## src/rtl/ps2_pkg.sv

```systemverilog
// ============================================================================
// Module      : ps2_pkg
// Description : Shared encodings for the PS/2 scan-code decoder.
// Revision    : 1.0 - initial release
// ============================================================================
`default_nettype none

package ps2_pkg;

    localparam logic [2:0] TYPE_NONE      = 3'b000;
    localparam logic [2:0] TYPE_MAKE      = 3'b001;
    localparam logic [2:0] TYPE_EXT_MAKE  = 3'b010;
    localparam logic [2:0] TYPE_BREAK     = 3'b011;
    localparam logic [2:0] TYPE_EXT_BREAK = 3'b100;

    localparam logic [7:0] PFX_EXT   = 8'hE0;
    localparam logic [7:0] PFX_BRK   = 8'hF0;
    localparam logic [7:0] PFX_PAUSE = 8'hE1;

    typedef enum logic [1:0] {
        ST_IDLE   = 2'd0,
        ST_DATA   = 2'd1,
        ST_PARITY = 2'd2,
        ST_STOP   = 2'd3
    } rx_state_t;

    function automatic logic [2:0] type_from_flags(input logic ext, input logic brk);
        case ({ext, brk})
            2'b00:   return TYPE_MAKE;
            2'b10:   return TYPE_EXT_MAKE;
            2'b01:   return TYPE_BREAK;
            default: return TYPE_EXT_BREAK;
        endcase
    endfunction

endpackage

`default_nettype wire

```

## src/rtl/ps2_rx_frame.sv

```systemverilog
// ============================================================================
// Module      : ps2_rx_frame
// Description : PS/2 line synchronizers, ps2_clk glitch filter, 11-bit frame
//               receiver with timeout. PS2_PARITY_CHECK_EN enables odd-parity
//               rejection.
// Revision    : 1.0 - initial release
// ============================================================================
`default_nettype none

module ps2_rx_frame
    import ps2_pkg::*;
#(
    parameter int FILTER_LEN     = 8,
    parameter int TIMEOUT_CYCLES = 100000
) (
    input  logic       clk,
    input  logic       rst,
    input  logic       ps2_clk,
    input  logic       ps2_data,
    output logic [7:0] rx_byte,
    output logic       byte_valid,
    output logic       err
);

    localparam int FW = $clog2(FILTER_LEN + 1);
    localparam int TW = $clog2(TIMEOUT_CYCLES + 1);

    logic [1:0]    clk_sync_q, clk_sync_d;
    logic [1:0]    dat_sync_q, dat_sync_d;
    logic          filt_q, filt_d;
    logic [FW-1:0] filt_cnt_q, filt_cnt_d;
    logic          filt_prev_q, filt_prev_d;
    rx_state_t     state_q, state_d;
    logic [2:0]    bit_cnt_q, bit_cnt_d;
    logic [7:0]    shift_q, shift_d;
    logic [TW-1:0] tmo_q, tmo_d;
    logic          byte_valid_q, byte_valid_d;
    logic          err_q, err_d;
    logic          fall;
    logic          dat;
    logic          frame_ok;

`ifdef PS2_PARITY_CHECK_EN
    logic          parity_q, parity_d;
`endif

    assign dat  = dat_sync_q[1];
    assign fall = filt_prev_q & ~filt_q;

    // Filtered clock only flips after FILTER_LEN consecutive differing samples
    always_comb begin
        clk_sync_d  = {clk_sync_q[0], ps2_clk};
        dat_sync_d  = {dat_sync_q[0], ps2_data};
        filt_d      = filt_q;
        filt_cnt_d  = '0;
        filt_prev_d = filt_q;
        if (clk_sync_q[1] != filt_q) begin
            if (filt_cnt_q == FW'(FILTER_LEN - 1)) begin
                filt_d = clk_sync_q[1];
            end else begin
                filt_cnt_d = filt_cnt_q + FW'(1);
            end
        end
    end

`ifdef PS2_PARITY_CHECK_EN
    assign frame_ok = dat & (^{shift_q, parity_q});
`else
    assign frame_ok = dat;
`endif

    always_comb begin
        state_d      = state_q;
        bit_cnt_d    = bit_cnt_q;
        shift_d      = shift_q;
        tmo_d        = '0;
        byte_valid_d = 1'b0;
        err_d        = 1'b0;
`ifdef PS2_PARITY_CHECK_EN
        parity_d     = parity_q;
`endif
        if (state_q != ST_IDLE && !fall) begin
            if (tmo_q == TW'(TIMEOUT_CYCLES - 1)) begin
                err_d   = 1'b1;
                state_d = ST_IDLE;
            end else begin
                tmo_d = tmo_q + TW'(1);
            end
        end
        if (fall) begin
            case (state_q)
                ST_IDLE: begin
                    if (!dat) begin
                        state_d   = ST_DATA;
                        bit_cnt_d = 3'd0;
                    end
                end
                ST_DATA: begin
                    shift_d   = {dat, shift_q[7:1]};
                    bit_cnt_d = bit_cnt_q + 3'd1;
                    if (bit_cnt_q == 3'd7) begin
                        state_d = ST_PARITY;
                    end
                end
                ST_PARITY: begin
`ifdef PS2_PARITY_CHECK_EN
                    parity_d = dat;
`endif
                    state_d  = ST_STOP;
                end
                default: begin
                    state_d      = ST_IDLE;
                    byte_valid_d = frame_ok;
                    err_d        = ~frame_ok;
                end
            endcase
        end
    end

    always_ff @(posedge clk or posedge rst) begin
        if (rst) begin
            clk_sync_q   <= 2'b11;
            dat_sync_q   <= 2'b11;
            filt_q       <= 1'b1;
            filt_cnt_q   <= '0;
            filt_prev_q  <= 1'b1;
            state_q      <= ST_IDLE;
            bit_cnt_q    <= 3'd0;
            shift_q      <= 8'h00;
            tmo_q        <= '0;
            byte_valid_q <= 1'b0;
            err_q        <= 1'b0;
`ifdef PS2_PARITY_CHECK_EN
            parity_q     <= 1'b0;
`endif
        end else begin
            clk_sync_q   <= clk_sync_d;
            dat_sync_q   <= dat_sync_d;
            filt_q       <= filt_d;
            filt_cnt_q   <= filt_cnt_d;
            filt_prev_q  <= filt_prev_d;
            state_q      <= state_d;
            bit_cnt_q    <= bit_cnt_d;
            shift_q      <= shift_d;
            tmo_q        <= tmo_d;
            byte_valid_q <= byte_valid_d;
            err_q        <= err_d;
`ifdef PS2_PARITY_CHECK_EN
            parity_q     <= parity_d;
`endif
        end
    end

    assign rx_byte    = shift_q;
    assign byte_valid = byte_valid_q;
    assign err        = err_q;

endmodule

`default_nettype wire

```

## src/rtl/ps2_scan_decoder.sv

```systemverilog
// ============================================================================
// Module      : ps2_scan_decoder
// Description : PS/2 keyboard scan-code decoder: frame receiver plus E0/F0/E1
//               prefix tracking. PS2_PARITY_CHECK_EN enables parity rejection.
// Revision    : 1.0 - initial release
// ============================================================================
`default_nettype none

module ps2_scan_decoder
    import ps2_pkg::*;
#(
    parameter int FILTER_LEN     = 8,
    parameter int TIMEOUT_CYCLES = 100000
) (
    input  logic       clk,
    input  logic       rst,
    input  logic       ps2_clk,
    input  logic       ps2_data,
    output logic [7:0] data,
    output logic [2:0] data_type,
    output logic       kbs_tot,
    output logic       frame_err
);

    logic [7:0] rx_byte;
    logic       rx_valid;
    logic       rx_err;

    logic [7:0] data_q, data_d;
    logic [2:0] type_q, type_d;
    logic       kbs_tot_q, kbs_tot_d;
    logic       frame_err_q, frame_err_d;
    logic       ext_q, ext_d;
    logic       brk_q, brk_d;

    ps2_rx_frame #(
        .FILTER_LEN     (FILTER_LEN),
        .TIMEOUT_CYCLES (TIMEOUT_CYCLES)
    ) u_rx (
        .clk        (clk),
        .rst        (rst),
        .ps2_clk    (ps2_clk),
        .ps2_data   (ps2_data),
        .rx_byte    (rx_byte),
        .byte_valid (rx_valid),
        .err        (rx_err)
    );

    // Frame errors leave the prefix flags untouched so a retry keeps context
    always_comb begin
        data_d      = data_q;
        type_d      = type_q;
        kbs_tot_d   = 1'b0;
        frame_err_d = rx_err;
        ext_d       = ext_q;
        brk_d       = brk_q;
        if (rx_valid) begin
            case (rx_byte)
                PFX_EXT:   ext_d = 1'b1;
                PFX_BRK:   brk_d = 1'b1;
                PFX_PAUSE: begin
                    ext_d = 1'b0;
                    brk_d = 1'b0;
                end
                default: begin
                    data_d    = rx_byte;
                    type_d    = type_from_flags(ext_q, brk_q);
                    kbs_tot_d = 1'b1;
                    ext_d     = 1'b0;
                    brk_d     = 1'b0;
                end
            endcase
        end
    end

    always_ff @(posedge clk or posedge rst) begin
        if (rst) begin
            data_q      <= 8'h00;
            type_q      <= TYPE_NONE;
            kbs_tot_q   <= 1'b0;
            frame_err_q <= 1'b0;
            ext_q       <= 1'b0;
            brk_q       <= 1'b0;
        end else begin
            data_q      <= data_d;
            type_q      <= type_d;
            kbs_tot_q   <= kbs_tot_d;
            frame_err_q <= frame_err_d;
            ext_q       <= ext_d;
            brk_q       <= brk_d;
        end
    end

    assign data      = data_q;
    assign data_type = type_q;
    assign kbs_tot   = kbs_tot_q;
    assign frame_err = frame_err_q;

endmodule

`default_nettype wire

```

## config.mk

```make
export PLATFORM = sky130hd
export DESIGN_NAME = ps2_scan_decoder
export DESIGN_NICKNAME = d
export VERILOG_FILES = /design/src/rtl/ps2_pkg.sv /design/src/rtl/ps2_rx_frame.sv /design/src/rtl/ps2_scan_decoder.sv
export SDC_FILE = /design/constraint.sdc
export NUM_CORES = 1
export LEC_CHECK = 0
export ABC_AREA = 1
export BUFFER_PORTS_ARGS = -buffer_cell sky130_fd_sc_hd__buf_2
export CAP_MARGIN = 40
export CORE_ASPECT_RATIO = 0.9
export CORE_MARGIN = 5
export CORE_UTILIZATION = 50
export CTS_CLUSTER_DIAMETER = 80
export CTS_CLUSTER_SIZE = 24
export DETAILED_ROUTE_END_ITERATION = 7
export PLACE_DENSITY = 0.7
export SYNTH_ARGS = -nofsm -noshare
export SYNTH_HDL_FRONTEND = slang
export SYNTH_SLANG_ARGS = --single-unit
```

## constraint.sdc

```tcl
create_clock -name clk -period 1.7 [get_ports clk]
set_clock_uncertainty 0.15 [all_clocks]
set_input_delay 0.085 -clock clk [delete_from_list [all_inputs] [get_ports clk]]
set_output_delay 0.085 -clock clk [all_outputs]
set_load 0.03 [all_outputs]
```

# --- Yosys cells after proc, flatten, opt, wreduce, memory -nomap -nowiden ---
# Index checks and enable logic that the tools add are counted.
totals:
  mem_count: 0
  in_bits: 4
  ramBits: 0
  latch_bits: 0
  mem_bits_ro: 0
  register_bits: 57
op_classes:
  n_eq_ne: 12
  n_mux: 23
  shifts: 0
  addsub: 3
  div_mod_pow: 0
  n_lt_le_gt_ge: 0
  mul: 0
  n_bitwise: 6
  n_reduce_logical: 14
ops:
  columns: ["operator", "count"]
  rows:
  - ["$mux W17", 2]
  - ["$eq A8 B8 Y1 const B", 3]
  - ["$add A17 B1 Y17 const B", 1]
  - ["$eq A17 B17 Y1 const B", 1]
  - ["$mux W2", 5]
  - ["$reduce_and A2 Y1", 5]
  - ["$pmux W3 S3", 1]
  - ["$mux W1", 8]
  - ["$mux W4", 2]
  - ["$pmux W2 S3", 1]
  - ["$pmux W3 S2", 1]
  - ["$reduce_or A3 Y1", 2]
  - ["$not A1 Y1", 5]
  - ["$add A4 B1 Y4 const B", 1]
  - ["$eq A2 B1 Y1 const B", 2]
  - ["$eq A2 B2 Y1 const B", 2]
  - ["$eq A4 B3 Y1 const B", 1]
  - ["$logic_not A2 Y1", 2]
  - ["$pmux W1 S2", 2]
  - ["$reduce_bool A2 Y1", 2]
  - ["$add A3 B1 Y3 const B", 1]
  - ["$eq A3 B3 Y1 const B", 1]
  - ["$mux W3", 1]
  - ["$reduce_and A3 Y1", 1]
  - ["5 further kinds", 5]

# --- Longest topological paths before layout ---
# Gate-level depths: netlist of the first run.
depth:
  word_depth: 8
  ltp_mapped: 9
  mapped_depth_nobuf: 9

# --- Cells and area by module ---
# From an unflattened synthesis of the first run, not the netlist that was laid out.
hier_totals:
  cells_unflattened: 325
  hier_area_um2: 2730.1
modules_own_cells:
  columns: ["mod", "area_each_um2", "n_inst", "seq_area_each_um2", "cells_per_inst"]
  rows:
  - ["ps2_rx_frame", 2008.2, 1, 1058.5, 240]
  - ["ps2_scan_decoder", 721.9, 1, 375.4, 85]

# --- Worst setup path before layout of the first run ---
# No wires, ideal clock.
synth_path:
  path_kind: "register -> register"
  startpoint: "register u_rx.tmo_q[0]"
  endpoint: "register u_rx.tmo_q[16]"
  period_less_slack_ns: 1.437
  n_path_buf: 0
  stages_incl_launch_ff: 9
  t_required_ns: 1.434
  setup_slack_ns: 0.263
  t_arrival_ns: 1.171
  path_cell_list: "dfrtp_1 ha_1 nand2_2 inv_1 nand2_1 nor2_2 nand3_1 nand3_1 nor2_1"
synth_between:
  elab_chain_len: 3
  word_cells_on_any_way: 4
  classes_between: "add/sub: 1; eq/ne: 1; mux: 2"
synth_lines:
  columns: ["element", "line", "source"]
  rows:
  - ["start, declared", "ps2_rx_frame.sv:36", "logic [TW-1:0] tmo_q, tmo_d;"]
  - ["start signal, assigned", "ps2_rx_frame.sv:145", "tmo_q <= tmo_d;"]
  - ["$add A17 B1 Y17 / $eq A17 B17 Y1 (equally long branches)", "ps2_rx_frame.sv:87, ps2_rx_frame.sv:83", null]
  - ["$mux W17 *", "ps2_rx_frame.sv:83", "if (tmo_q == TW'(TIMEOUT_CYCLES - 1)) begin"]
  - ["$mux W17 *", "ps2_rx_frame.sv:82", "if (state_q != ST_IDLE && !fall) begin"]
  - ["named net u_rx.tmo_d[16]", "ps2_rx_frame.sv:36", null]
# The timed path passes the listed nets; every way through them passes the cells marked *.
# A chain may end at the register's enable or synchronous reset.

# --- Final worst setup path of the first run ---
layout_path:
  startpoint: "register u_rx.tmo_q[8]"
  endpoint: "register u_rx.tmo_q[7]"
layout_between:
  elab_chain_len: 3
layout_lines:
  columns: ["element", "line"]
  rows:
  - ["$eq A17 B17 Y1", "ps2_rx_frame.sv:83"]
  - ["$mux W17", "ps2_rx_frame.sv:83"]
  - ["$mux W17", "ps2_rx_frame.sv:82"]
  - ["named net u_rx.tmo_d[7]", "ps2_rx_frame.sv:36"]
# The timed path passes the listed nets, and every way through them passes these cells.

==> key figures, run 1 <==
Cells and area
  • Share of cells above drive strength 1: 20.7%
  • Nets: 359
  • Area Overhead vs Synth: 16.1%
  • Final Cell Area: 3190 sq um
  • N_diodes: 0

Setup path
  • WP data required: 1760 ps
  • Setup slack, reg-to-reg: 150 ps
  • Worst setup path endpoint: u_rx.tmo_q[7]$_DFF_PP0_
  • Delay-heaviest family, CP: simple AND/OR/NAND/NOR gates
  • Slowest stage delay, CP: between 400 and 500 ps
  • Type of the worst setup path: reg -> reg
  • Critical Path AT: approximately 1600 ps
  • Crit path buffers/inverters: 0
  • Crit-path cells: nor2_1 > nand2_1 > nor2_1 > nand3_1 > nand2_1 > nor2_1
  • Worst Setup SP: u_rx.tmo_q[8]$_DFF_PP0_
  • CP Capture Type: register
  • Worst r2r src: u_rx.tmo_q[8]$_DFF_PP0_
  • Worst-path maximum fanout: 8
  • CP dominant cell by count: nor2_1
  • CP max-delay cell: dfrtp_1
  • R2R Path End: u_rx.tmo_q[7]$_DFF_PP0_
  • R2R depth: 6
  • Startpoint types: register
  • CP Depth: 6

Pwr
  • Sequential fraction of design power: ~44%
  • Clock group share of total power: roughly 34%
  • Comb power frac: 21.9%
  • Design Power: roughly 4.2 mW
  • PD cells: approximately 1300 nW/um^2
  • P_leak: roughly 1.6 nW
  • NetSw: between 1 and 1.5 mW
  • Worst VDD drop: about 800 uV
  • Pint: ~2.9 mW
  • Sw Ratio: between 30% and 40%

Drt
  • Vias per cell: just under 5
  • Total wire length: 4950 um
  • Final ANT Viol Nets: 0
  • WL/cell: approximately 12 um
  • Residual DRC count: 0
  • DRT Pass-1 Iters: 4
  • Via count: a little over 2k
  • First-iteration detailed-routing DRC count: 188

Die
  • Starting density of the core: 52.0%
  • Die ar.: roughly 7000 sq um
  • Rows: 25
  • Core region area: roughly 5300 sq um
  • Num ports: 17
  • Die H: 80.3 um
  • Die W: ~88 um

Yosys
  • Post-synthesis net count: 328
  • FF+latch count, synth: 57
  • Top cells by count, synth: nand2_1 (69), dfrtp_1 (51), nor2_1 (48), inv_1 (38), nand3_1 (28)
  • Ranking of synthesized cells by area: dfrtp_1 (46%), nand2_1 (9.4%), nor2_1 (6.6%), dfstp_2 (5.7%), inv_1 (5.2%)
  • Asr flop ratio synth: 100%
  • Most frequent cell after synthesis: nand2_1
  • Post-Synthesis Cells: about 320
  • Yosys Warn Count: 0
  • Synth area leader: dfrtp_1
  • Post-Syn Area: roughly 2700 sq um
  • Number of flops mapped to enable cells by yosys: 0
  • Area share of the largest cell type after synthesis: a little under half
  • Post-synth top flop: dfrtp_1
  • Unique masters post-synth: 36
  • Seq/Total Area, Yosys: between 50% and 60%
  • Post-Syn Area per Cell: 8.66 sq um

Clocking
  • Clock latency on the worst-skew pair: ~330 ps
  • Clock transition at the registers of the reported paths: approximately 70 ps
  • CTS Buffer Depth: 2
  • Total CTS buffers: 9
  • H-Tree Depth: 3
  • # clock sinks: 57
  • CTS tree: yes
  • Clock root cell: clkbuf_8

STA
  • Slew margin rel.: 80.9%
  • Total negative slack: 0 ps
  • Fin. Hold Viols: 0
  • Final Cycle Share: between 90 and 100%
  • Unrepaired setup endpoints after global routing: false
  • Min cycle time layout: approximately 1500 ps
  • Least-Margin Pin Slew: 287 ps
  • Slew Limit Fails: 0
  • F_max: around 650 MHz
  • Worst hold margin: ~84 ps
  • Setup-failing EPs final: 0

Global route
  • First-pass GRT wire length: slightly above 9000 um
  • GRT overflow: 0
  • Number of global-route vias before repair: roughly 2k
  • Largest net degree at the start of global routing: 21
  • Gr usage total: between 10% and 20%
  • Initial antenna violation count: 0

Outcome
  • Status: finished, final reports clean

Placement
  • Post-DP Area: between 2000 and 3000 sq um
  • Detailed placement HPWL: 3620 um
  • Number of port buffers: 16
  • Placer congestion estimate: around 0.87

Run
  • Max-Cap Viols: 0

Hold path
  • Worst Hold Class: in -> async
cells in the final DEF, fill, tap and decap left out, drive strengths merged, types with 3 or more instances in the layout:
cell         Yosys  layout
nand3           30      30
nand4            5       5
nor3             5       5
nand2           74      74
dfstp            6       6
clkbuf           0      11
buf              6      23
o21ai            8       8
ha               7       7
dfrtp           51      51
nor3b            3       3
xor2             7       7
inv             41      41
nor2            55      55
dlygate4sd3      0       3
a21oi            6       6
repair_timing:
action / in CTS / in global routing
buffers inserted: 0 / 1
hold buffers: 3 / 0
endpoints found under the hold margin: 53 / 0
gates resized for setup: 0 / 2
setup endpoints to repair: 0 / 10
logic make-up (layout without fill, tap and decap cells):
group	after synthesis	after routing	synth area share [%]
AO/OA/AOI/OAI	19	19	4.56
flip-flops	57	57	52.2
multiplexers	3	3	1.18
XOR/XNOR	9	9	2.87
buffers and inverters	47	83	7.02
adder cells (fa/ha/maj)	7	7	3.19
AND/OR/NAND/NOR	175	175	29.0
per-stage QoR:
step | setup WS, ps | std cells | utilization [%]
2_1_floorplan | 75.3 | 317 | -
3_3_place_gp | 179 | 400 | 55.2
3_5_place_dp | 116 | 400 | 55.2
4_1_cts | 114 | 419 | 60.1
5_1_grt | 2.33 | 420 | 60.3
6_report | 153 | 420 | 60.3
power by group through the flow:
stage	Clock (mW)	Combinational [mW]	Sequential (mW)
final	1.42	0.925	1.87
after global routing	1.53	1.06	1.90
after CTS	1.46	0.901	1.87
after detailed placement	0	0.894	1.90
after global placement	0	0.859	1.89
after floorplan	0	0.750	1.84
how the worst min path moves through the flow:
stage	from	end	slack [ps]	cells after the start
floorplan	ps2_clk	u_rx.clk_sync_q[0]$_DFF_PP1_	-60	0
global placement	rst	kbs_tot$_DFF_PP0_	-110	2
detailed placement	rst	kbs_tot$_DFF_PP0_	-100	2
CTS	rst	data[5]$_DFFE_PP0P_	90	3
global route	rst	data[0]$_DFFE_PP0P_	120	3
finish	rst	data[5]$_DFFE_PP0P_	80	3
layout make-up:
type | count | area [sq um]
Fill cell | 465 | 2100
Sequential cell | 57 | 1440
Multi-Input combinational cell | 213 | 1120
Timing Repair Buffer | 26 | 163
Inverter | 41 | 154
Clock buffer | 11 | 151
Tap cell | 67 | 83.8
Clock inverter | 5 | 77.6
metal layers:
metal | vias up | global-route usage [%] | part of all wire (%)
li1 | 1066 | - | -
met4 | 0 | 4.98 | 0.71
met2 | 43 | 24.3 | 43
met3 | 2 | 6.26 | 5.8
met5 | - | 0 | 0
met1 | 958 | 23.7 | 51
tightest hold or removal path: cells and delay by family:
family | cells | cell delay, ps
buf+inv | 3 | 870
state kept, by name (all words and copies together) (netlist names), 2 cells and up:
name             flops
u_rx.bit_cnt_q       3
data_type            3
u_rx.state_q         2
u_rx.rx_byte         8
u_rx.filt_cnt_q      4
u_rx.dat_sync_q      2
u_rx.tmo_q          17
u_rx.clk_sync_q      2
data                 8
Power figures use the tool's default switching activity.
==> run 2, diff against run 1 <==
--- a/config.mk
+++ b/config.mk
@@ -10,11 +10,11 @@
 export CAP_MARGIN = 40
 export CORE_ASPECT_RATIO = 0.9
 export CORE_MARGIN = 5
-export CORE_UTILIZATION = 50
+export CORE_UTILIZATION = 45
 export CTS_CLUSTER_DIAMETER = 80
 export CTS_CLUSTER_SIZE = 24
 export DETAILED_ROUTE_END_ITERATION = 7
-export PLACE_DENSITY = 0.7
+export SLEW_MARGIN = 25
 export SYNTH_ARGS = -nofsm -noshare
 export SYNTH_HDL_FRONTEND = slang
 export SYNTH_SLANG_ARGS = --single-unit
==> run 2 against run 1 <==
Compared with the run above:
- first-iteration DRC count down 31%
- final area down 1.5%
- register-to-register slack about the same
- flip-flop and latch count stayed put
- sequential power about the same
- total power decreased by 6.3%
- worst setup slack worse by 3.4 ps
- non-clock buffer count down 4
- critical path depth unchanged
- core utilization fell by 8.1 points
- worst hold slack improved by 120 ps
==> key figures, run 2 (synthesized netlist as in run 1, its figures left out) <==
Outcome
  • Status: finished, final reports clean

Cells and area
  • Area Overhead vs Synth: 14.4%
  • Share of cells above drive strength 1: between 10% and 20%
  • Number of flip-flops in the largest register: 17
  • Nets: 355
  • N_diodes: 0
  • Most frequent cells in the layout: nand2_1 (69), dfrtp_1 (51), nor2_1 (48), inv_1 (37), nand3_1 (28)
  • Commonest non-fill, non-tap cell in the layout: nand2_1
  • Biggest register: u_rx.tmo_q

Setup path
  • Type of the worst setup path: reg -> reg
  • Slowest stage delay, CP: 360 ps
  • Startpoint types: register
  • Crit-path cells: ha_1 > nand2_2 > nor2_1 > nand3_1 > nand2_1 > nor2_1
  • WP data required: approximately 1800 ps
  • Worst-path maximum fanout: 5
  • CP Capture Type: register
  • Critical Path AT: about 1600 ps
  • CP max-delay cell: dfrtp_1
  • CP dominant cell by count: nor2_1

Global route
  • GRT overflow: 0
  • Largest net degree at the start of global routing: slightly below 60
  • Initial antenna violation count: 0
  • Number of global-route vias before repair: slightly below 2k
  • Gr usage total: 14.9%
  • First-pass GRT wire length: between 9000 and 10000 um

Clocking
  • Post-CTS Setup Inserts: 0
  • H-Tree Depth: 3
  • Clock root cell: clkbuf_8
  • CTS tree: yes
  • Clock transition at the registers of the reported paths: approximately 60 ps
  • Total CTS buffers: 9
  • Clock latency on the worst-skew pair: about 330 ps
  • # clock sinks: 57
  • CTS Buffer Depth: 2

Pwr
  • Worst VDD drop: about 700 uV
  • PD cells: between 1000 and 1500 nW/um^2
  • P_leak: approximately 1.6 nW
  • Design Power: 3.95 mW

STA
  • Setup-failing EPs final: 0
  • Final Cycle Share: roughly nine tenths
  • Min cycle time layout: 1550 ps
  • Slew Limit Fails: 0
  • Unrepaired setup endpoints after global routing: false
  • F_max: about 640 MHz
  • Slew margin rel.: 77.4%
  • Least-Margin Pin Slew: 338 ps
  • Fin. Hold Viols: 0
  • Total negative slack: 0 ps

Run
  • Max-Cap Viols: 0

Placement
  • Number of port buffers: 16
  • Placer congestion estimate: 0.885
  • Detailed placement HPWL: ~3400 um

Die
  • Starting density of the core: 45.7%
  • Core region area: 6010 sq um
  • Rows: 27
  • Die W: a little over 90 um
  • Num ports: 17
  • Die ar.: approximately 7800 sq um
  • Die H: between 80 and 90 um

Drt
  • Total wire length: approximately 5000 um
  • WL/cell: 11.6 um
  • Via count: about 2k
  • First-iteration detailed-routing DRC count: roughly 130
  • Vias per cell: approximately 4.8
  • Final ANT Viol Nets: 0
  • DRT Pass-1 Iters: 4
  • Residual DRC count: 0

Hold path
  • Worst Hold Class: reg -> reg
run 2: changes by cell type in the layout (fill, tap and decap cells not counted):
cell / delta
buf_4: -5
buf_12: +1
clkinvlp_4: -1
bufinv_16: -2
a21oi_2: -1
clkbuf_8: +2
a21oi_4: +1
dfrtp_1: +1
clkbuf_1: +1
nor2_4: -1
nor2_2: +1
dfrtp_2: -1
run 2: worst paths after layout:
check                      depth (start not counted)                           end  slack (ps)                    startpoint
min in group asynchronous                          4             kbs_tot$_DFF_PP0_         220                           rst
setup / recovery                                   6       u_rx.tmo_q[7]$_DFF_PP0_         150       u_rx.tmo_q[1]$_DFF_PP0_
max in group asynchronous                          4  u_rx.filt_prev_d$_DFFE_PP1P_         890                           rst
hold / removal                                     0  u_rx.dat_sync_q[1]$_DFF_PP1_         210  u_rx.dat_sync_q[0]$_DFF_PP1_
hold reg to reg                                    0  u_rx.dat_sync_q[1]$_DFF_PP1_         210  u_rx.dat_sync_q[0]$_DFF_PP1_
setup reg to reg                                   6       u_rx.tmo_q[7]$_DFF_PP0_         150       u_rx.tmo_q[1]$_DFF_PP0_
run 2: per-layer routing:
layer / up-vias / GRT usage (%) / wire length (um)
li1: 1055 / - / -
met1: 924 / 20.2 / 2610
met2: 23 / 21.9 / 2110
met3: 4 / 5.32 / 131
met4: 0 / 5.53 / 38
met5: - / 0 / 0
run 2: timing repair:
item | 4_1_cts | 5_1_grt
endpoints found under the hold margin | 59 | 0
gates resized for setup | 0 | 1
hold buffers | 3 | 0
endpoints found under the setup margin | 0 | 5
run 2: area by class of cell:
type | count | area, sq um
Multi-Input combinational cell | 213 | 1130
Timing Repair Buffer | 22 | 145
Tap cell | 72 | 90.1
Inverter | 41 | 154
Clock buffer | 14 | 183
Clock inverter | 2 | 10.0
Fill cell | 552 | 2870
Sequential cell | 57 | 1430
run 2: worst max-delay path: cells and delay by family, from the launching register on:
kind,cells,cell delay [ps]
flip-flops,1,360
AND/OR/NAND/NOR,5,740
adder cells (fa/ha/maj),1,180
run 2: where the power goes:
part	total [mW]	internal, mW	leakage [nW]	switching [mW]
Clock	1.18	0.684	0.102	0.496
Sequential	1.86	1.63	0.744	0.231
Combinational	0.913	0.349	0.765	0.565
run 2: metrics by stage:
stage	area (sq um)	setup slack [ps]	util, %	hold slack (ps)	instances
after floorplan	2750	75.3	-	-60.5	317
after global placement	2910	152	48.4	14.1	402
after detailed placement	2910	126	48.4	18.7	402
after CTS	3140	116	52.1	204	421
after global routing	3140	14.6	52.3	212	421
final	3140	149	52.3	206	421
